**src/rtl/gcd_feeder.sv**
```systemverilog
// Operand-pair FIFO feeding an external GCD core through a load/run handshake,
// with a per-pair run-cycle timeout and an in-order result holding register.
module gcd_feeder #(
  parameter int W       = 16,
  parameter int DEPTH   = 4,
  parameter int TIMEOUT = 1024
) (
  input  logic         clk,
  input  logic         rst,
  input  logic         in_valid,
  output logic         in_ready,
  input  logic [W-1:0] in_a,
  input  logic [W-1:0] in_b,
  output logic         core_start,
  output logic [W-1:0] core_a,
  output logic [W-1:0] core_b,
  input  logic         core_done,
  input  logic [W-1:0] core_r,
  output logic         out_valid,
  input  logic         out_ready,
  output logic [W-1:0] out_a,
  output logic [W-1:0] out_b,
  output logic [W-1:0] out_r,
  output logic         out_err
);

  localparam int PW = (DEPTH > 1) ? $clog2(DEPTH) : 1;
  localparam int CW = $clog2(TIMEOUT + 1);
  localparam logic [PW:0]   FULL_C = (PW+1)'(DEPTH);
  localparam logic [CW-1:0] LAST_C = CW'(TIMEOUT - 1);

  typedef enum logic [1:0] {S_IDLE, S_LOAD, S_RUN, S_HOLD} state_t;

  state_t        r_state;
  logic [W-1:0]  r_mem_a [DEPTH];
  logic [W-1:0]  r_mem_b [DEPTH];
  logic [PW-1:0] r_wptr;
  logic [PW-1:0] r_rptr;
  logic [PW:0]   r_count;
  logic [CW-1:0] r_run_cnt;
  logic          r_core_start;
  logic [W-1:0]  r_core_a;
  logic [W-1:0]  r_core_b;
  logic          r_out_valid;
  logic [W-1:0]  r_out_a;
  logic [W-1:0]  r_out_b;
  logic [W-1:0]  r_out_r;
  logic          r_out_err;

  logic w_push;
  logic w_pop;

  assign in_ready   = (r_count < FULL_C);
  assign w_push     = in_valid && in_ready;
  assign w_pop      = (r_state == S_IDLE) && (r_count != '0);
  assign core_start = r_core_start;
  assign core_a     = r_core_a;
  assign core_b     = r_core_b;
  assign out_valid  = r_out_valid;
  assign out_a      = r_out_a;
  assign out_b      = r_out_b;
  assign out_r      = r_out_r;
  assign out_err    = r_out_err;

  // FIFO storage: data only, so no reset
  always_ff @(posedge clk) begin
    if (w_push) begin
      r_mem_a[r_wptr] <= in_a;
      r_mem_b[r_wptr] <= in_b;
    end
  end

  // FIFO pointers wrap naturally since DEPTH is a power of two
  always_ff @(posedge clk) begin
    if (rst) begin
      r_wptr  <= '0;
      r_rptr  <= '0;
      r_count <= '0;
    end else begin
      if (w_push) r_wptr <= r_wptr + PW'(1);
      if (w_pop)  r_rptr <= r_rptr + PW'(1);
      case ({w_push, w_pop})
        2'b10:   r_count <= r_count + (PW+1)'(1);
        2'b01:   r_count <= r_count - (PW+1)'(1);
        default: r_count <= r_count;
      endcase
    end
  end

  // Sequencer: pop -> load -> run -> hold; core_done outranks the timeout
  always_ff @(posedge clk) begin
    if (rst) begin
      r_state      <= S_IDLE;
      r_run_cnt    <= '0;
      r_core_start <= 1'b0;
      r_core_a     <= '0;
      r_core_b     <= '0;
      r_out_valid  <= 1'b0;
      r_out_a      <= '0;
      r_out_b      <= '0;
      r_out_r      <= '0;
      r_out_err    <= 1'b0;
    end else begin
      case (r_state)
        S_IDLE: begin
          if (w_pop) begin
            r_core_a  <= r_mem_a[r_rptr];
            r_core_b  <= r_mem_b[r_rptr];
            r_run_cnt <= '0;
            r_state   <= S_LOAD;
          end
        end
        S_LOAD: begin
          r_core_start <= 1'b1;
          r_state      <= S_RUN;
        end
        S_RUN: begin
          if (core_done) begin
            r_out_a      <= r_core_a;
            r_out_b      <= r_core_b;
            r_out_r      <= core_r;
            r_out_err    <= 1'b0;
            r_out_valid  <= 1'b1;
            r_core_start <= 1'b0;
            r_state      <= S_HOLD;
          end else if (r_run_cnt == LAST_C) begin
            r_out_a      <= r_core_a;
            r_out_b      <= r_core_b;
            r_out_r      <= '0;
            r_out_err    <= 1'b1;
            r_out_valid  <= 1'b1;
            r_core_start <= 1'b0;
            r_state      <= S_HOLD;
          end else begin
            r_run_cnt <= r_run_cnt + CW'(1);
          end
        end
        S_HOLD: begin
          if (out_ready) begin
            r_out_valid <= 1'b0;
            r_state     <= S_IDLE;
          end
        end
        default: r_state <= S_IDLE;
      endcase
    end
  end

endmodule

```
**config.mk**
```make
export PLATFORM = sky130hd
export DESIGN_NAME = gcd_feeder
export DESIGN_NICKNAME = d
export VERILOG_FILES = /design/src/rtl/gcd_feeder.sv
export SDC_FILE = /design/constraint.sdc
export NUM_CORES = 1
export LEC_CHECK = 0
export ABC_CLOCK_PERIOD_IN_PS = 2600
export BUFFER_PORTS_ARGS = -buffer_cell sky130_fd_sc_hd__buf_2
export CORE_MARGIN = 4
export CORE_UTILIZATION = 50
export CTS_CLUSTER_DIAMETER = 40
export DETAILED_ROUTE_END_ITERATION = 12
export PLACE_DENSITY = 0.81
export SLEW_MARGIN = 20
export SYNTH_ARGS = -nofsm -noshare
export SYNTH_HDL_FRONTEND = slang
export SYNTH_SLANG_ARGS = --single-unit
export TNS_END_PERCENT = 20
```
**constraint.sdc**
```tcl
create_clock -name clk -period 2.6 [get_ports clk]
set_input_delay 0.52 -clock clk [delete_from_list [all_inputs] [get_ports clk]]
set_output_delay 0.52 -clock clk [all_outputs]
set_load 0.02 [all_outputs]
```
# Word-level counts from Yosys, hierarchy flattened
# Memories as Yosys holds them, arrays and structs flattened. A register that Yosys moved wholly into a read port is not among the register bits.
# Cells that the tools add are included.
# word_totals
reg_bits,71
mem_bits_rw,128
inputBits,53
n_memories,2
# op_classes
addsub,5
n_lt_le_gt_ge,1
n_eq_ne,11
mux,26
n_reduce_logical,15
# mem_list
memory,words,width,read_ports,rd_ports_with_merged_regs,wr,line_no,rtl
r_mem_a,4,16,1,1,1,35,logic [W-1:0] r_mem_a [DEPTH];
r_mem_b,4,16,1,1,1,36,logic [W-1:0] r_mem_b [DEPTH];
# op_table
operator,n
16-bit 2-to-1 mux,6
11-bit 2-to-1 mux,3
11-bit case mux with 2 select lines,1
"11-bit by 1-bit adder with 11-bit output, second input constant",1
"11-bit by 10-bit equality test with 1-bit output, second input constant",1
2-bit nonzero test,5
1-bit 2-to-1 mux,8
2-bit 2-to-1 mux,4
"2-bit inequality test, second input constant",4
2-bit case mux with 4 select lines,1
"2-bit equality test, second input constant",3
3-bit case mux with 2 select lines,1
2-bit AND reduction,3
3-bit AND reduction,2
"2-bit by 1-bit adder with 2-bit output, second input constant",2
"2-bit by 1-bit equality test with 1-bit output, second input constant",2
1-bit case mux with 2 select lines,2
4-bit AND reduction,1
"3-bit by 1-bit adder with 3-bit output, second input constant",1
"3-bit < comparator, second input constant",1
"3-bit inequality test, second input constant",1
3-bit nonzero test,1
"3-bit by 1-bit subtractor with 3-bit output, second input constant",1
1-bit logical AND,2
2-bit zero test,1

# Logic depth before layout (Yosys ltp)
# Gate-level depths: netlist (run 1).
# depth
word_depth,4
mapped_depth,11

# Worst setup path before layout (run 1)
# Ideal clock, no wire load.
# synth_path
path_type,flip-flop to flip-flop
start,register r_state[0]
end,register r_count[2]
setup_ps,70
t_arrival_ps,2281
t_required_ps,2530
setup_slack_ps,249
stages_incl_launch_ff,12
n_path_buf,1
synth_period_minus_slack_ps,2351
path_cell_list,dfxtp_1 > inv_1 > ha_1 > o31ai_2 > clkinv_1 > clkbuf_1 > ha_1 > inv_1 > fa_1 > xor2_1 > or3_1 > a21oi_1
# synth_via
elab_chain_cells,4
word_cells_on_any_way,6
classes_between,eq/ne (2); mux (1); reduce/logical (3)
# synth_lines
element,line_no,rtl
from (decl),34,state_t r_state;
from (signal assigned),93,r_state <= S_IDLE;
from (signal assigned),110,r_state <= S_LOAD;
from (signal assigned),115,r_state <= S_RUN;
2-bit zero test *,55,assign w_pop = (r_state == S_IDLE) && (r_count != '0);
1-bit logical AND *,55,
named net w_pop,51,logic w_pop;
2-bit by 1-bit equality test with 1-bit output / 2-bit equality test (equally long branches),82,"case ({w_push, w_pop})"
3-bit case mux with 2 select lines / 2-bit nonzero test (equally long branches),-,
to (signal assigned),83,2'b10: r_count <= r_count + (PW+1)'(1);
to (signal assigned),84,2'b01: r_count <= r_count - (PW+1)'(1);
to (signal assigned),85,default: r_count <= r_count;
to (decl),39,logic [PW:0] r_count;
# The timed path passes the listed nets; every way through them passes the cells marked *.
# A chain may end at the register's enable or synchronous reset.

# Worst setup path after layout (run 1)
# layout_path
start,register r_state[0]
end,register r_count[2]
# layout_via
elab_chain_cells,4
word_cells_on_any_way,6
classes_between,eq/ne (2); mux (1); reduce/logical (3)
# layout_lines
element,line_no
2-bit zero test *,55
1-bit logical AND *,55
2-bit by 1-bit equality test with 1-bit output / 2-bit equality test (equally long branches),82
3-bit case mux with 2 select lines / 2-bit nonzero test (equally long branches),-
# Every way passes the cells marked *; elsewhere a longest branch is shown, timed or not.

==> impl_metrics.py, run 1 <==
metrics = {
    "die": {
        "effective_utilization_at_floorplan": 0.512,
        "row_count": 48,
        "io_pins": 137,
        "placeable_core_region_mm2": 0.0174,
        "die_ar_mm2": 0.0200,
        "die_y_um": 141,
        "die_w_um": 141,
    },
    "worst_setup_path": {
        "rrSetupSlack_ps": 500,
        "worstPathRequired_ps": 3050,
        "cpMaxStageDelayCell": "fa_1",
        "critPathCapture": "r_count[2]$_SDFFE_PP0P_",
        "crit_startpoint": "r_state[0]$_SDFFE_PP0P_",
        "worst-setup-path-type": "flop to flop",
        "worst_r2r_endpoint": "r_count[2]$_SDFFE_PP0P_",
        "cp-end-kind": "flop",
        "worst_ep_arrival_time_ps": 2550,
        "critPathMaxFanout": 3,
        "regToRegStartpoint": "r_state[0]$_SDFFE_PP0P_",
        "r2r.worst_path.cells": 10,
        "worst_setup_path_start_kind": "flop",
        "timing.critical_path.slowest_cell_delay_ps": 370,
        "worstPathCellList": "inv_1 -> ha_1 -> o31ai_4 -> clkinv_1 -> ha_1 -> inv_1 -> fa_1 -> xor2_1 -> or3_1 -> a21oi_1",
    },
    "layout": {
        "post-route-cell-area_mm2": 0.0108,
        "final_net_count": 848,
        "final_core_util": 0.625,
        "fill_cells": 1248,
        "layout-drive-gt1-share": 0.350,
        "area_growth_syn_to_layout_pct": 22.1,
        "antenna-diode-count": 0,
        "final_common_cell": "buf_2",
        "layout.cells.most_common_list": "buf_2, edfxtp_1, dfxtp_1, nand2_1, a21oi_1",
        "final-instance-count-excl-fill": 1034,
    },
    "timing": {
        "final.setup.tns_ps": 0,
        "timing.hold.ws_ps": 205,
        "layout_setup_ws_ps": 497,
        "timing.max_slew.rel_slack": 0.331,
        "clock-skew-final_ps": 9.51,
        "worst-slew-pin-transition_ps": 998,
        "fmax_mhz": 476,
        "finalCritPeriodShare": 0.809,
        "timing.final.setup_violations": 0,
        "period_minus_slack_ps": 2100,
        "timing.final.max_slew_violations": 0,
        "final-hold-violation-count": 0,
        "grt_setup_unrepaired": "false",
    },
    "power": {
        "leakage_nw": 4.09,
        "power-per-cell-area_mw_per_mm2": 1060,
        "power.total_mw": 11.5,
        "ir_drop_mv": 0.865,
    },
    "clock_tree": {
        "cts_inserted_buffers": 30,
        "postCtsResizedCells": 0,
        "clock_sinks": 231,
        "cts.repair_timing.setup_buffer_count": 0,
        "clock_transition_at_the_registers_of_the_reported_paths_ps": 50,
        "cts-root-to-sink-buffers": 3,
        "cts_tree": "yes",
        "cts_htree_levels": 1,
        "worstSkewPairLatency_ps": 520,
        "clock_tree.root_cell": "clkbuf_16",
        "cts_hold_buf": 0,
    },
    "global_route": {
        "gr-total-overflow": 0,
        "first_global_vias": 5745,
        "grt_resource_usage_total": 0.200,
        "grt_first_pass_wirelength_um": 31800,
        "grt_max_degree": 37,
        "antenna_found_initial": 1,
    },
    "place": {
        "dpl-instance-area_mm2": 0.00984,
        "input_output_buffers": 136,
        "place.gp.congestion": 0.825,
        "placement.setup.worst_slack_ps": 389,
        "placed_cells_incl_taps": 978,
        "dp_hpwl_um": 12300,
    },
    "drt": {
        "detailed_router_s_first_iteration_violation_count": 398,
        "routed_via_density": 5.55,
        "antenna_left": 0,
        "drt_pass1_iterations": 6,
        "vias": 5743,
        "drt_wl_total_um": 20000,
        "drt_drc_violations_left": 0,
        "avgRoutedWirePerCell_um": 19.3,
    },
    "yosys": {
        "asyncSetResetFlopFracSynth": 0,
        "synth-seq-area-share": 0.665,
        "post_synth_instance_area_mm2": 0.00888,
        "ys_seq_elements": 231,
        "synth-main-ff-cell": "edfxtp_1",
        "synth_enable_flop_cells": 128,
        "cells_after_synthesis": 643,
        "postSynthNetCount": 706,
        "synthDistinctLibCells": 53,
        "synth_area_per_cell_um2": 13.8,
        "yosys_warnings": 0,
    },
    "hold_path": {
        "min-delay-path-class": "input pin to flop",
        "worstHoldPathCells": 2,
        "min_from": "core_r[11]",
    },
    "run": {
        "cap_viol_max_count": 0,
    },
    "run_status": {
        "outcome": "finished clean",
    },
}
synth_stat cells (2+ instances only):
library cell  count  area [µm²]
and3_1            2        12.5
nor2_1           13        48.8
o311ai_0          4        35.0
and2_1            5        31.3
buf_4             3        22.5
o21ai_0           6        30.0
nor3_1            2        10.0
xor2_1            3        26.3
clkbuf_1         30         113
a21oi_1          77         385
a21bo_2          32         320
a311oi_1          3        26.3
a22o_1           16         140
inv_1            13        48.8
xnor2_1           2        17.5
ha_1              9         113
mux4_2           32         721
a41oi_1           2        17.5
nand2_1          78         293
buf_2             8        40.0
a31oi_1           2        12.5
nand3_1          35         175
and4_1            2        17.5
o41ai_1           4        35.0
or3_1             2        12.5
buf_6             2        22.5
edfxtp_1        128        3840
dfxtp_1         103        2060
cell type report:
| class | instances | area (µm²) | share of cell area |
|---|---|---|---|
| multi-input combinational | 354 | 2740 | 0.253 |
| clock inverter | 20 | 190 | 0.0175 |
| timing repair buffer | 154 | 856 | 0.0789 |
| inverter | 14 | 52.6 | 0.00485 |
| sequential | 231 | 5910 | 0.545 |
| tap | 225 | 282 | 0.0260 |
| clock buffer | 36 | 815 | 0.0751 |
cell families (layout without fill, tap and decap cells):
kind of cell    Yosys count  in the layout  share of synthesized area
compound gates          155            155                      0.123
xor+xnor                  5              5                    0.00493
fa+ha+maj                10             10                     0.0149
buf+inv                  58            224                     0.0286
flops                   231            231                      0.665
mux                      33             33                     0.0823
simple gates            151            151                     0.0809
metal layers:
| layer | track usage | up-vias | routed length [µm] |
|---|---|---|---|
| met5 | 0 | - | 7 |
| met2 | 0.339 | 190 | 10200 |
| met4 | 0.0439 | 2 | 336 |
| met1 | 0.266 | 2815 | 8040 |
| li1 | - | 2710 | - |
| met3 | 0.0445 | 26 | 1400 |
where the power goes:
group | switching, mW | internal [mW]
logic | 1.79 | 0.994
clock network | 1.55 | 2.46
registers | 0.327 | 4.39
how the worst min path moves through the flow:
stage	end	slack, ps
floorplan	r_run_cnt[10]$_SDFFE_PP0P_	420
global placement	r_run_cnt[10]$_SDFFE_PP0P_	430
detailed placement	r_run_cnt[10]$_SDFFE_PP0P_	430
CTS	out_r[1]$_SDFFE_PP0P_	190
global route	r_mem_a[3][9]$_DFFE_PP_	190
finish	out_r[11]$_SDFFE_PP0P_	210
sequential cells by signal, summed over array words and instances, names as in the netlist:
name        flops
core_a         16
core_b         16
core_start      1
out_a          16
out_b          16
out_err         1
out_r          16
out_valid       1
r_count         3
r_mem_a        64
r_mem_b        64
r_rptr          2
r_run_cnt      11
r_state         2
r_wptr          2
critical path, delay by kind of cell (launching register included):
| kind | cells | cell delay, ps |
|---|---|---|
| buf+inv | 3 | 230 |
| flops | 1 | 310 |
| simple gates | 1 | 310 |
| fa+ha+maj | 3 | 790 |
| compound gates | 2 | 240 |
| xor+xnor | 1 | 160 |
(Power assumes the default switching activity.)
==> run 2, diff against run 1 <==
ABC_CLOCK_PERIOD_IN_PS = 2100   (was 2600)
clock period = 2.1 ns   (was 2.6 ns; I/O delays follow)
==> impl_metrics.py, run 2 (synthesized netlist as in run 1, its figures left out) <==
metrics = {
    "clock_tree": {
        "clock_sinks": 231,
        "clock_tree.root_cell": "clkbuf_16",
        "worstSkewPairLatency_ps": 550,
        "cts_htree_levels": 1,
        "postCtsResizedCells": 0,
        "cts.repair_timing.setup_buffer_count": 0,
        "cts_hold_buf": 0,
        "cts_inserted_buffers": 31,
        "clock_transition_at_the_registers_of_the_reported_paths_ps": 60,
        "cts-root-to-sink-buffers": 3,
        "cts_tree": "yes",
    },
    "place": {
        "place.gp.congestion": 0.794,
        "placement.setup.worst_slack_ps": 82.7,
        "dp_hpwl_um": 12200,
        "input_output_buffers": 136,
    },
    "timing": {
        "final.setup.tns_ps": 0,
        "clock-skew-final_ps": 27.1,
        "timing.hold.ws_ps": 82.9,
        "timing.final.setup_violations": 0,
        "worst-slew-pin-transition_ps": 747,
        "layout_setup_ws_ps": 91.7,
        "fmax_mhz": 498,
        "timing.final.max_slew_violations": 0,
        "final-hold-violation-count": 0,
        "grt_setup_unrepaired": "false",
        "finalCritPeriodShare": 0.956,
        "timing.max_slew.rel_slack": 0.502,
        "period_minus_slack_ps": 2010,
    },
    "drt": {
        "routed_via_density": 5.58,
        "drt_wl_total_um": 19200,
        "drt_pass1_iterations": 4,
        "antenna_left": 0,
        "avgRoutedWirePerCell_um": 18.5,
        "drt_drc_violations_left": 0,
        "detailed_router_s_first_iteration_violation_count": 412,
        "vias": 5819,
    },
    "die": {
        "io_pins": 137,
        "row_count": 48,
        "placeable_core_region_mm2": 0.0174,
        "die_ar_mm2": 0.0200,
        "effective_utilization_at_floorplan": 0.512,
        "die_y_um": 141,
        "die_w_um": 141,
    },
    "run": {
        "cap_viol_max_count": 0,
    },
    "worst_setup_path": {
        "cp-end-kind": "flop",
        "worstPathRequired_ps": 2550,
        "worst_ep_arrival_time_ps": 2460,
        "worst_setup_path_start_kind": "flop",
        "worst-setup-path-type": "flop to flop",
        "critPathMaxFanout": 4,
    },
    "layout": {
        "layout.cells.most_common_list": "buf_2, edfxtp_1, dfxtp_1, nand2_1, a21oi_1",
        "antenna-diode-count": 0,
        "largest_registers": "r_mem_a x64, r_mem_b x64",
        "layout-drive-gt1-share": 0.359,
        "area_growth_syn_to_layout_pct": 23.0,
        "final_net_count": 856,
        "final_common_cell": "buf_2",
    },
    "run_status": {
        "outcome": "finished clean",
    },
    "global_route": {
        "antenna_found_initial": 0,
        "first_global_vias": 6038,
        "grt_max_degree": 49,
        "grt_resource_usage_total": 0.194,
        "grt_first_pass_wirelength_um": 31300,
        "gr-total-overflow": 0,
    },
    "hold_path": {
        "min-delay-path-class": "input pin to flop",
    },
    "power": {
        "leakage_nw": 4.14,
        "ir_drop_mv": 0.902,
        "power.total_mw": 14.5,
        "power-per-cell-area_mw_per_mm2": 1320,
    },
}
run 2: cell count changes in the layout (fill, tap and decap cells not counted), moves of 2 or more:
| cell | change |
|---|---|
| inv_6 | +3 |
| inv_8 | -2 |
| ha_1 | -2 |
| clkbuf_8 | -2 |
| inv_2 | +2 |
| clkinv_4 | -3 |
| buf_4 | +8 |
| bufinv_16 | +2 |
| clkbuf_1 | +3 |
| inv_1 | -2 |
run 2: final timing paths:
path	from	to	slack [ps]	cells past startpoint
max	r_state[1]$_SDFFE_PP0P_	r_count[2]$_SDFFE_PP0P_	90	10
max reg2reg	r_state[1]$_SDFFE_PP0P_	r_count[2]$_SDFFE_PP0P_	90	10
min reg2reg	r_run_cnt[10]$_SDFFE_PP0P_	r_run_cnt[10]$_SDFFE_PP0P_	450	2
min	in_b[3]	r_mem_b[2][3]$_DFFE_PP_	80	1
run 2: layout make-up:
cell class,count,area [µm²]
fillers,1274,6430
inverters,14,53.8
flip-flops and latches,231,5910
repair buffers,161,896
multi-input cells,354,2750
clock buffers,37,798
well taps,225,282
clock inverters,21,235
run 2: worst max-delay path: stages, from the launching register on:
cell and delay [ps]:
dfxtp_1 350, inv_2 80, ha_4 150, o31ai_4 70
clkinv_2 60, ha_2 170, inv_1 50, fa_1 370
xor2_1 160, or3_1 320, a21oi_1 160
run 2: through the flow:
step,std cells,utilization,instance area (µm²)
after floorplan,643,-,8920
after global placement,985,0.570,9890
after detailed placement,985,0.570,9890
after CTS,1043,0.629,10900
after global routing,1043,0.629,10900
final,1043,0.629,10900
run 2: routing by layer:
layer	share of wire	global-route usage	wire length [µm]	up-vias
met5	0	0	0	-
met4	0.026	0.0658	501	0
met3	0.069	0.0442	1330	34
met2	0.49	0.326	9370	212
met1	0.42	0.251	8040	2846
li1	-	-	-	2727
run 2: power by group:
| group | internal (mW) | switching [mW] | total (mW) |
|---|---|---|---|
| combinational | 1.29 | 2.20 | 3.50 |
| clock | 3.22 | 1.91 | 5.13 |
| sequential | 5.43 | 0.406 | 5.84 |
| total | 9.95 | 4.52 | 14.5 |
